===== src/rtl/axi_rd_arbiter.sv =====
// Two-master AXI4 read arbiter: round-robin grant, one outstanding burst,
// AR request registered once, R beats muxed straight back to the owner.
module axi_rd_arbiter #(
  parameter int ID_W = 4,
  parameter int AW   = 32,
  parameter int DW   = 32
) (
  input  logic            clk,
  input  logic            cpu_rst,
  input  logic [AW-1:0]   m0_araddr,
  input  logic [7:0]      m0_arlen,
  input  logic [2:0]      m0_arsize,
  input  logic [1:0]      m0_arburst,
  input  logic            m0_arvalid,
  output logic            m0_arready,
  output logic [DW-1:0]   m0_rdata,
  output logic [1:0]      m0_rresp,
  output logic            m0_rlast,
  output logic            m0_rvalid,
  input  logic            m0_rready,
  input  logic [AW-1:0]   m1_araddr,
  input  logic [7:0]      m1_arlen,
  input  logic [2:0]      m1_arsize,
  input  logic [1:0]      m1_arburst,
  input  logic            m1_arvalid,
  output logic            m1_arready,
  output logic [DW-1:0]   m1_rdata,
  output logic [1:0]      m1_rresp,
  output logic            m1_rlast,
  output logic            m1_rvalid,
  input  logic            m1_rready,
  output logic [ID_W-1:0] s_arid,
  output logic [AW-1:0]   s_araddr,
  output logic [7:0]      s_arlen,
  output logic [2:0]      s_arsize,
  output logic [1:0]      s_arburst,
  output logic [1:0]      s_arlock,
  output logic [3:0]      s_arcache,
  output logic [2:0]      s_arprot,
  output logic            s_arvalid,
  input  logic            s_arready,
  input  logic [ID_W-1:0] s_rid,
  input  logic [DW-1:0]   s_rdata,
  input  logic [1:0]      s_rresp,
  input  logic            s_rlast,
  input  logic            s_rvalid,
  output logic            s_rready,
  output logic            burst_err,
  output logic [1:0]      dbg_state
);

  // Handshakes: a transfer happens on a rising edge where valid && ready;
  // valid is never withdrawn before ready, and ready may depend on valid.
  typedef enum logic [1:0] {IDLE = 2'd0, ADDR = 2'd1, DATA = 2'd2} state_e;

  state_e          state_q, state_d;
  logic            grant_q, grant_d;
  logic            last_grant_q, last_grant_d;
  logic [AW-1:0]   addr_q, addr_d;
  logic [7:0]      len_q, len_d;
  logic [2:0]      size_q, size_d;
  logic [1:0]      burst_q, burst_d;
  logic [7:0]      cnt_q, cnt_d;
  logic            err_q, err_d;
  logic            req_g;
  logic            r_hs;
  logic [ID_W-1:0] arid;

  assign arid      = ID_W'(grant_q);
  assign s_arid    = arid;
  assign s_araddr  = addr_q;
  assign s_arlen   = len_q;
  assign s_arsize  = size_q;
  assign s_arburst = burst_q;
  assign s_arlock  = '0;
  assign s_arcache = '0;
  assign s_arprot  = '0;
  assign burst_err = err_q;
  assign dbg_state = state_q;

  always_comb begin
    state_d      = state_q;
    grant_d      = grant_q;
    last_grant_d = last_grant_q;
    addr_d       = addr_q;
    len_d        = len_q;
    size_d       = size_q;
    burst_d      = burst_q;
    cnt_d        = cnt_q;
    err_d        = err_q;
    m0_arready   = 1'b0;
    m1_arready   = 1'b0;
    m0_rdata     = '0;
    m0_rresp     = '0;
    m0_rlast     = 1'b0;
    m0_rvalid    = 1'b0;
    m1_rdata     = '0;
    m1_rresp     = '0;
    m1_rlast     = 1'b0;
    m1_rvalid    = 1'b0;
    s_arvalid    = 1'b0;
    s_rready     = 1'b0;
    r_hs         = 1'b0;
    // On a tie the master that did not win last time goes first.
    req_g        = (m0_arvalid && m1_arvalid) ? ~last_grant_q : m1_arvalid;

    case (state_q)
      IDLE: begin
        // Reset gating keeps arready low while cpu_rst is held.
        if (!cpu_rst && (m0_arvalid || m1_arvalid)) begin
          m0_arready   = ~req_g;
          m1_arready   = req_g;
          grant_d      = req_g;
          last_grant_d = req_g;
          addr_d       = req_g ? m1_araddr  : m0_araddr;
          len_d        = req_g ? m1_arlen   : m0_arlen;
          size_d       = req_g ? m1_arsize  : m0_arsize;
          burst_d      = req_g ? m1_arburst : m0_arburst;
          cnt_d        = '0;
          state_d      = ADDR;
        end
      end
      ADDR: begin
        s_arvalid = 1'b1;
        if (s_arready) state_d = DATA;
      end
      DATA: begin
        if (grant_q) begin
          m1_rdata  = s_rdata;
          m1_rresp  = s_rresp;
          m1_rlast  = s_rlast;
          m1_rvalid = s_rvalid;
          s_rready  = m1_rready;
        end else begin
          m0_rdata  = s_rdata;
          m0_rresp  = s_rresp;
          m0_rlast  = s_rlast;
          m0_rvalid = s_rvalid;
          s_rready  = m0_rready;
        end
        r_hs = s_rvalid && s_rready;
        if (r_hs) begin
          if (cnt_q != 8'hFF) cnt_d = cnt_q + 8'd1;
          // cnt_q counts beats already taken, so the last beat sees cnt_q == arlen.
          if ((s_rlast && (cnt_q != len_q)) || (!s_rlast && (cnt_q == len_q)) ||
              (s_rid != arid))
            err_d = 1'b1;
          if (s_rlast) state_d = IDLE;
        end
      end
      default: state_d = IDLE;
    endcase
  end

  always_ff @(posedge clk or posedge cpu_rst) begin
    if (cpu_rst) begin
      state_q      <= IDLE;
      grant_q      <= 1'b0;
      last_grant_q <= 1'b1;
      addr_q       <= '0;
      len_q        <= '0;
      size_q       <= '0;
      burst_q      <= '0;
      cnt_q        <= '0;
      err_q        <= 1'b0;
    end else begin
      state_q      <= state_d;
      grant_q      <= grant_d;
      last_grant_q <= last_grant_d;
      addr_q       <= addr_d;
      len_q        <= len_d;
      size_q       <= size_d;
      burst_q      <= burst_d;
      cnt_q        <= cnt_d;
      err_q        <= err_d;
    end
  end

endmodule


===== config.mk =====
export PLATFORM = sky130hd
export DESIGN_NAME = axi_rd_arbiter
export DESIGN_NICKNAME = d
export VERILOG_FILES = /design/src/rtl/axi_rd_arbiter.sv
export SDC_FILE = /design/constraint.sdc
export NUM_CORES = 1
export LEC_CHECK = 0
export CAP_MARGIN = 20
export CELL_PAD_IN_SITES_DETAIL_PLACEMENT = 0
export CELL_PAD_IN_SITES_GLOBAL_PLACEMENT = 2
export CORE_ASPECT_RATIO = 2
export CORE_MARGIN = 2
export CORE_UTILIZATION = 17
export DETAILED_ROUTE_END_ITERATION = 10
export PLACE_DENSITY = 0.78
export SYNTH_ARGS = -nofsm -noshare
export SYNTH_HDL_FRONTEND = slang
export SYNTH_SLANG_ARGS = --single-unit

===== constraint.sdc =====
create_clock -name clk -period 1.7 [get_ports clk]
set_input_delay 0.17 -clock clk [delete_from_list [all_inputs] [get_ports clk]]
set_output_delay 0.17 -clock clk [all_outputs]
set_load 0.01 [all_outputs]

==> metrics.txt, run 1 <==
total gr overflow 0; initial antenna violation count 0; fin crit share 1.038; Max IR drop VDD 0.6643 mV; sequential share of the synthesized area 0.4121; drt first pass iters 4; crit path kind flop to primary output; CP max-delay cell dfrtp_1; mean area per synthesized cell slightly above 9 µm²; # fillers 2015; DIE HEIGHT 207.6 µm; synthesized cell area around 3500 µm²; most frequent cell after synthesis dfrtp_1; layout net count about 830; cts bufs inserted 9; hold buffers post-CTS 0; Routed Wire Length approximately 16000 µm; Avg Vias per Cell between 4 and 5; wire per inst ~16 µm; number of synthesized register bits 58; Fin. Hold Viols 0; P_leak 3.508 nW; GP Congestion 0.8655; Slew Viols, Final 0; Finish-stage setup viols 61; most frequent cell on the critical path buf_6; Yosys cell types 40; CP peak stage delay around 0.42 ns; routed via count around 4000; I/O Buffers approximately 260; Worst setup SP type flop; Initial Util 0.1730; unrepaired setup endpoints after global routing true; MaxCap Viol Count 0; PwrDens approximately 1300 nW/µm²; Setup TNS Final -1.851 ns; Buf/Inv on CP 4; worst clock skew 0.004521 ns; synth warn 0; CTS tree done; worst-skew pair later-pin latency 0.32 ns; synth cell count leaders 57 x dfrtp_1, 52 x nand2_1, 46 x mux2i_1; Final Worst Setup Slack -0.06536 ns; Most used DFF post-synth dfrtp_1; crit path cell chain buf_6 -> nor2b_4 -> buf_12 -> clkbuf_16 -> and3_4 -> buf_6; Final HPWL DP between 10000 and 15000 µm; number of remaining DRC errors 0; initial DRC count 100; CORE AREA around 20000 µm²; Total GRT Usage 0.1351; failing checks negative setup slack; status finished with violations; Max clock buf depth 2; crit path time final 1.765 ns; Worst Hold Class primary input to asynchronous set/reset pin; crit path max fanout 7; I/O pin count ~270; Worst-path clk slew approximately 0.060 ns; clock tree sinks just under 60; Critical Path RT around 1.5 ns; clk root buf clkbuf_16; critical path capture point type primary output; family with the most delay on the worst path buffers and inverters; largest net degree at the start of global routing between 60 and 70; Setup WS pre-CTS -0.5023 ns; Area Growth Syn to Fin 117.5%; layout cells sized above 1 0.3319; top cell type by total area after synthesis dfrtp_1; number of global-route vias before repair ~4200; WP data arrival 1.60 ns; # rows between 70 and 80; Post-Synthesis Cells slightly below 400; EDFF count, synth 0; die area about 22000 µm²; Synth area leaders dfrtp_1 40%, mux2i_1 13%, and3_1 7.1%; top-area cell type share of the netlist area 0.4047; Async SR Flop Fraction 1.000; H-tree levels 3; ANT cells 0; Die Span X around 110 µm; DRT antenna net count 0; Max Clk Rate roughly 570 MHz; first-pass GRT wire length between 20000 and 25000 µm
==> routing by layer <==
layer,up-vias,share of wire,GRT usage
li1,1920,-,-
met1,1853,0.33,0.1280
met2,184,0.59,0.2756
met3,17,0.060,0.02889
met4,0,0.023,0.04492
met5,-,0,0
==> layout make-up <==
cell class	instances	area, µm²	share of cell area
Clock inverter	6	67.56	0.008812
Timing Repair Buffer	319	3351	0.4370
Sequential cell	58	1455	0.1898
Clock buffer	10	229.0	0.02986
Inverter	6	22.52	0.002937
Tap cell	266	332.8	0.04341
Multi-Input combinational cell	294	2210	0.2882
==> cells in the final DEF (no fill, tap or decap), types with 4 or more instances in the layout <==
| cell | count |
|---|---|
| and2_1 | 9 |
| and2_4 | 29 |
| and3_1 | 16 |
| and3_4 | 23 |
| buf_12 | 9 |
| buf_16 | 5 |
| buf_2 | 24 |
| buf_4 | 28 |
| buf_6 | 59 |
| clkbuf_16 | 14 |
| clkdlybuf4s50_1 | 183 |
| conb_1 | 12 |
| dfrtp_1 | 55 |
| mux2i_1 | 46 |
| nand2_1 | 52 |
| nand3_1 | 4 |
| o21ai_0 | 10 |
| o21ai_1 | 37 |
| xor2_1 | 8 |
==> stage by stage <==
| stage | power, mW | hold WS (ns) | utilization | instances | area [µm²] |
|---|---|---|---|---|---|
| global route | 10.72 | 0.3356 | 0.3764 | 959 | 7667 |
| finish | 10.06 | 0.3283 | 0.3764 | 959 | 7667 |
| detailed placement | 7.054 | 0.4754 | 0.3236 | 916 | 6593 |
| CTS | 9.449 | 0.3072 | 0.3443 | 947 | 7014 |
| floorplan | 4.329 | 0.2774 | - | 399 | 3568 |
| global placement | 6.993 | 0.4667 | 0.3236 | 916 | 6593 |
==> repair_timing <==
item | in CTS | in global routing
resized for setup | 365 | 111
gates cloned | 5 | 5
buffers inserted | 10 | 8
pin swaps | 15 | 35
endpoints found under the setup margin | 102 | 105
==> registers in the layout, summed over array words and instances, names as in the netlist <==
register and flops:
s_araddr 32, s_arburst 2, grant_q 1, s_arlen 8, dbg_state 2, burst_err 1
cnt_q 8, last_grant_q 1, s_arsize 3
==> worst paths after layout <==
check	depth (start not counted)	slack (ns)	end	from
worst min register to register	2	0.48	s_araddr[28]$_DFFE_PP0P_	s_araddr[28]$_DFFE_PP0P_
worst max-delay path	6	-0.07	m1_rdata[22]	dbg_state[0]$_DFFE_PP0P_
worst min-delay path	3	0.33	burst_err$_DFFE_PP0P_	cpu_rst
min in group clk	3	0.47	s_araddr[15]$_DFFE_PP0P_	m0_araddr[15]
max in group asynchronous	4	0.89	s_arsize[0]$_DFFE_PP0P_	cpu_rst
worst max register to register	9	-0.02	cnt_q[1]$_DFFE_PP0P_	dbg_state[0]$_DFFE_PP0P_
==> worst register-to-register path, cell delays in order, from the launching register on <==
cell	delay [ns]
dfrtp_1	0.42
buf_6	0.14
nor2b_4	0.14
buf_12	0.15
buf_16	0.11
buf_6	0.10
nand3_4	0.07
buf_8	0.16
a21oi_4	0.16
mux2i_1	0.19
==> where the power goes <==
group	switching (mW)	internal (mW)
sequential	0.402	1.98
clock	0.661	1.14
combinational	2.52	3.36
==> logic make-up after synthesis <==
family / Yosys count / share of synthesized area
compound gates: 66 / 0.1097
buf+inv: 47 / 0.07632
fa+ha+maj: 1 / 0.003549
other cells: 1 / 0.001064
flops: 58 / 0.4121
simple gates: 159 / 0.2410
mux: 47 / 0.1338
xor+xnor: 9 / 0.02237
No activity file was read; power rests on OpenSTA's default activity.
==> run 2: changes to the inputs <==
- CORE_MARGIN: 2 -> not set
- SKIP_CTS_REPAIR_TIMING: not set -> 1
==> run 2 against run 1 <==
Effect of this change: the flow still finishes with violations (negative setup slack); combinational power increased by 5.3%; hold slack improved by 0.049 ns; critical endpoint is now m0_rresp[1]; sequential share of layout area shrank 0.32 points; first-iteration DRC count down 2.0%; largest power group unchanged.
==> metrics.txt, run 2 (synthesis results as in run 1) <==
drt first pass iters 4 (unchanged); Slew Viols, Final 0 (unchanged); status finished with violations; Setup WS pre-CTS -0.3830 ns (+0.1193 ns); final core occ 0.3821 (+0.005712); layout net count 834 (+0.97%); Avg Vias per Cell 4.298 (+3.7%); I/O Buffers 261 (unchanged); Worst setup SP type flop; worst clock skew 0.004878 ns (+0.0003566 ns); most frequent cells in the layout 184 x clkdlybuf4s50_1, 57 x dfrtp_1, 54 x buf_6; Clock power frac 0.181 (+0.002); Final HPWL DP 11000 µm (-2.8%); MaxCap Viol Count 0 (unchanged); initial DRC count 98 (-2.0%); layout cells sized above 1 0.3481 (+0.01618); GP Congestion 0.8151 (-5.8%); PwrDens 1352 nW/µm² (+3.0%); clk root buf clkbuf_16; Total GRT Usage 0.1289 (-0.006191); Logic pwr share 0.588 (+0.003); fin area 7784 µm² (+1.5%); unrepaired setup endpoints after global routing true; crit path max fanout 6 (-1); Max Clk Rate 512.1 MHz (-9.6%); WP data arrival 1.78 ns (+0.18 ns); initial antenna violation count 0 (unchanged); number of remaining DRC errors 0 (unchanged); worst-skew pair later-pin latency 0.33 ns (about the same); Worst Hold Class primary input to asynchronous set/reset pin; cts bufs inserted 9 (unchanged); Worst-path clk slew 0.05 ns (about the same); Fin. Hold Viols 0 (unchanged); switching share of power 0.3542 (-0.002043); DIE HEIGHT 205.6 µm (-0.96%); # rows 74 (unchanged); Initial Util 0.1730 (unchanged); placed instance area 6580 µm² (-0.19%); DRT antenna net count 0 (unchanged); Max clock buf depth 2 (unchanged); CORE AREA 20370 µm² (unchanged); die area 21350 µm² (-2.8%); Critical Path RT 1.53 ns (about the same); failing checks negative setup slack; wire per inst 17.14 µm (+4.3%); Routed Wire Length 16580 µm (+5.1%); I/O pin count 274 (unchanged); first-pass GRT wire length 21130 µm (-8.3%); H-tree levels 3 (unchanged); clock tree sinks 58 (unchanged); Finish-stage setup viols 109 (+79%); Die Span X 103.8 µm (-1.9%); ANT cells 0 (unchanged); routed via count 4156 (+4.6%); Area Growth Syn to Fin 120.8%; fin crit share 1.149 (+0.1103); commonest non-fill, non-tap cell in the layout clkdlybuf4s50_1; crit path time final 1.953 ns (+0.1875 ns); Seq pwr share 0.231 (-0.006); max reg flops 32 (unchanged); Final Worst Setup Slack -0.2528 ns (-0.1875 ns); total gr overflow 0 (unchanged); critical path capture point type primary output; CTS tree done; number of global-route vias before repair 4057 (-2.7%); P_int 6.793 mW (+4.9%); crit path kind flop to primary output; Switching Power 3.726 mW (+4.0%); largest net degree at the start of global routing 57 (-12%); P_leak 3.723 nW (+6.1%); Max IR drop VDD 0.5224 mV (-21%)
-- run 2: changes by cell type in the layout (fill, tap and decap cells not counted), moves of 4 or more --
cell / before / now
nand2_2: 0 / 13
o21ai_1: 37 / 20
buf_6: 59 / 54
clkbuf_16: 14 / 18
and3_4: 23 / 8
o21ai_2: 0 / 20
dlymetal6s2s_1: 2 / 6
nand2_1: 52 / 36
and3_1: 16 / 32
clkbuf_2: 0 / 9
-- run 2: layout make-up --
type	instances	area, µm²
timing repair buffer	327	3446
fill	2064	12590
tap	266	332.8
inverter	6	22.52
sequential	58	1453
clock inverter	5	78.83
multi-input combinational	294	2218
clock buffer	11	232.7
-- run 2: worst paths after layout --
path | startpoint | to | slack, ns | cells past startpoint
worst max-delay path | dbg_state[0]$_DFFE_PP0P_ | m0_rresp[1] | -0.25 | 7
worst min-delay path | cpu_rst | dbg_state[0]$_DFFE_PP0P_ | 0.38 | 4
worst max register to register | dbg_state[0]$_DFFE_PP0P_ | cnt_q[5]$_DFFE_PP0P_ | -0.16 | 9
worst min register to register | s_araddr[1]$_DFFE_PP0P_ | s_araddr[1]$_DFFE_PP0P_ | 0.48 | 2
max in group asynchronous | cpu_rst | last_grant_q$_DFFE_PP1P_ | 1.07 | 4
min in group clk | m0_araddr[18] | s_araddr[18]$_DFFE_PP0P_ | 0.46 | 3
-- run 2: through the flow --
step | cells | power [mW] | hold slack, ns | setup TNS, ns
detailed placement | 916 | 7.022 | 0.4755 | -22.77
floorplan | 399 | 4.329 | 0.2774 | 0
global route | 967 | 11.16 | 0.4260 | -20.97
global placement | 916 | 6.961 | 0.4678 | -22.05
finish | 967 | 10.52 | 0.3770 | -14.37
CTS | 932 | 9.007 | 0.3602 | -41.90
-- run 2: critical path, cell delays in order, from the launching register on --
cell and delay (ns):
dfrtp_1 0.41, nand2b_4 0.16, nor2_4 0.27, clkbuf_16 0.20, buf_6 0.10, buf_6 0.09, and2_4 0.13, buf_6 0.09
-- run 2: power by group through the flow --
stage	Sequential, mW	Clock (mW)	Combinational (mW)
floorplan	2.60	0	1.73
global placement	2.39	0	4.57
detailed placement	2.40	0	4.63
CTS	2.39	1.98	4.64
global route	2.51	2.05	6.60
finish	2.43	1.91	6.19
-- run 2: metal layers --
layer	up-vias	GRT usage	share of wire	routed length, µm
met3	37	0.03231	0.057	952
met2	209	0.2588	0.59	9771
met4	0	0.07551	0.040	666
met1	1965	0.1128	0.31	5189
met5	-	0	0	0
li1	1945	-	-	-
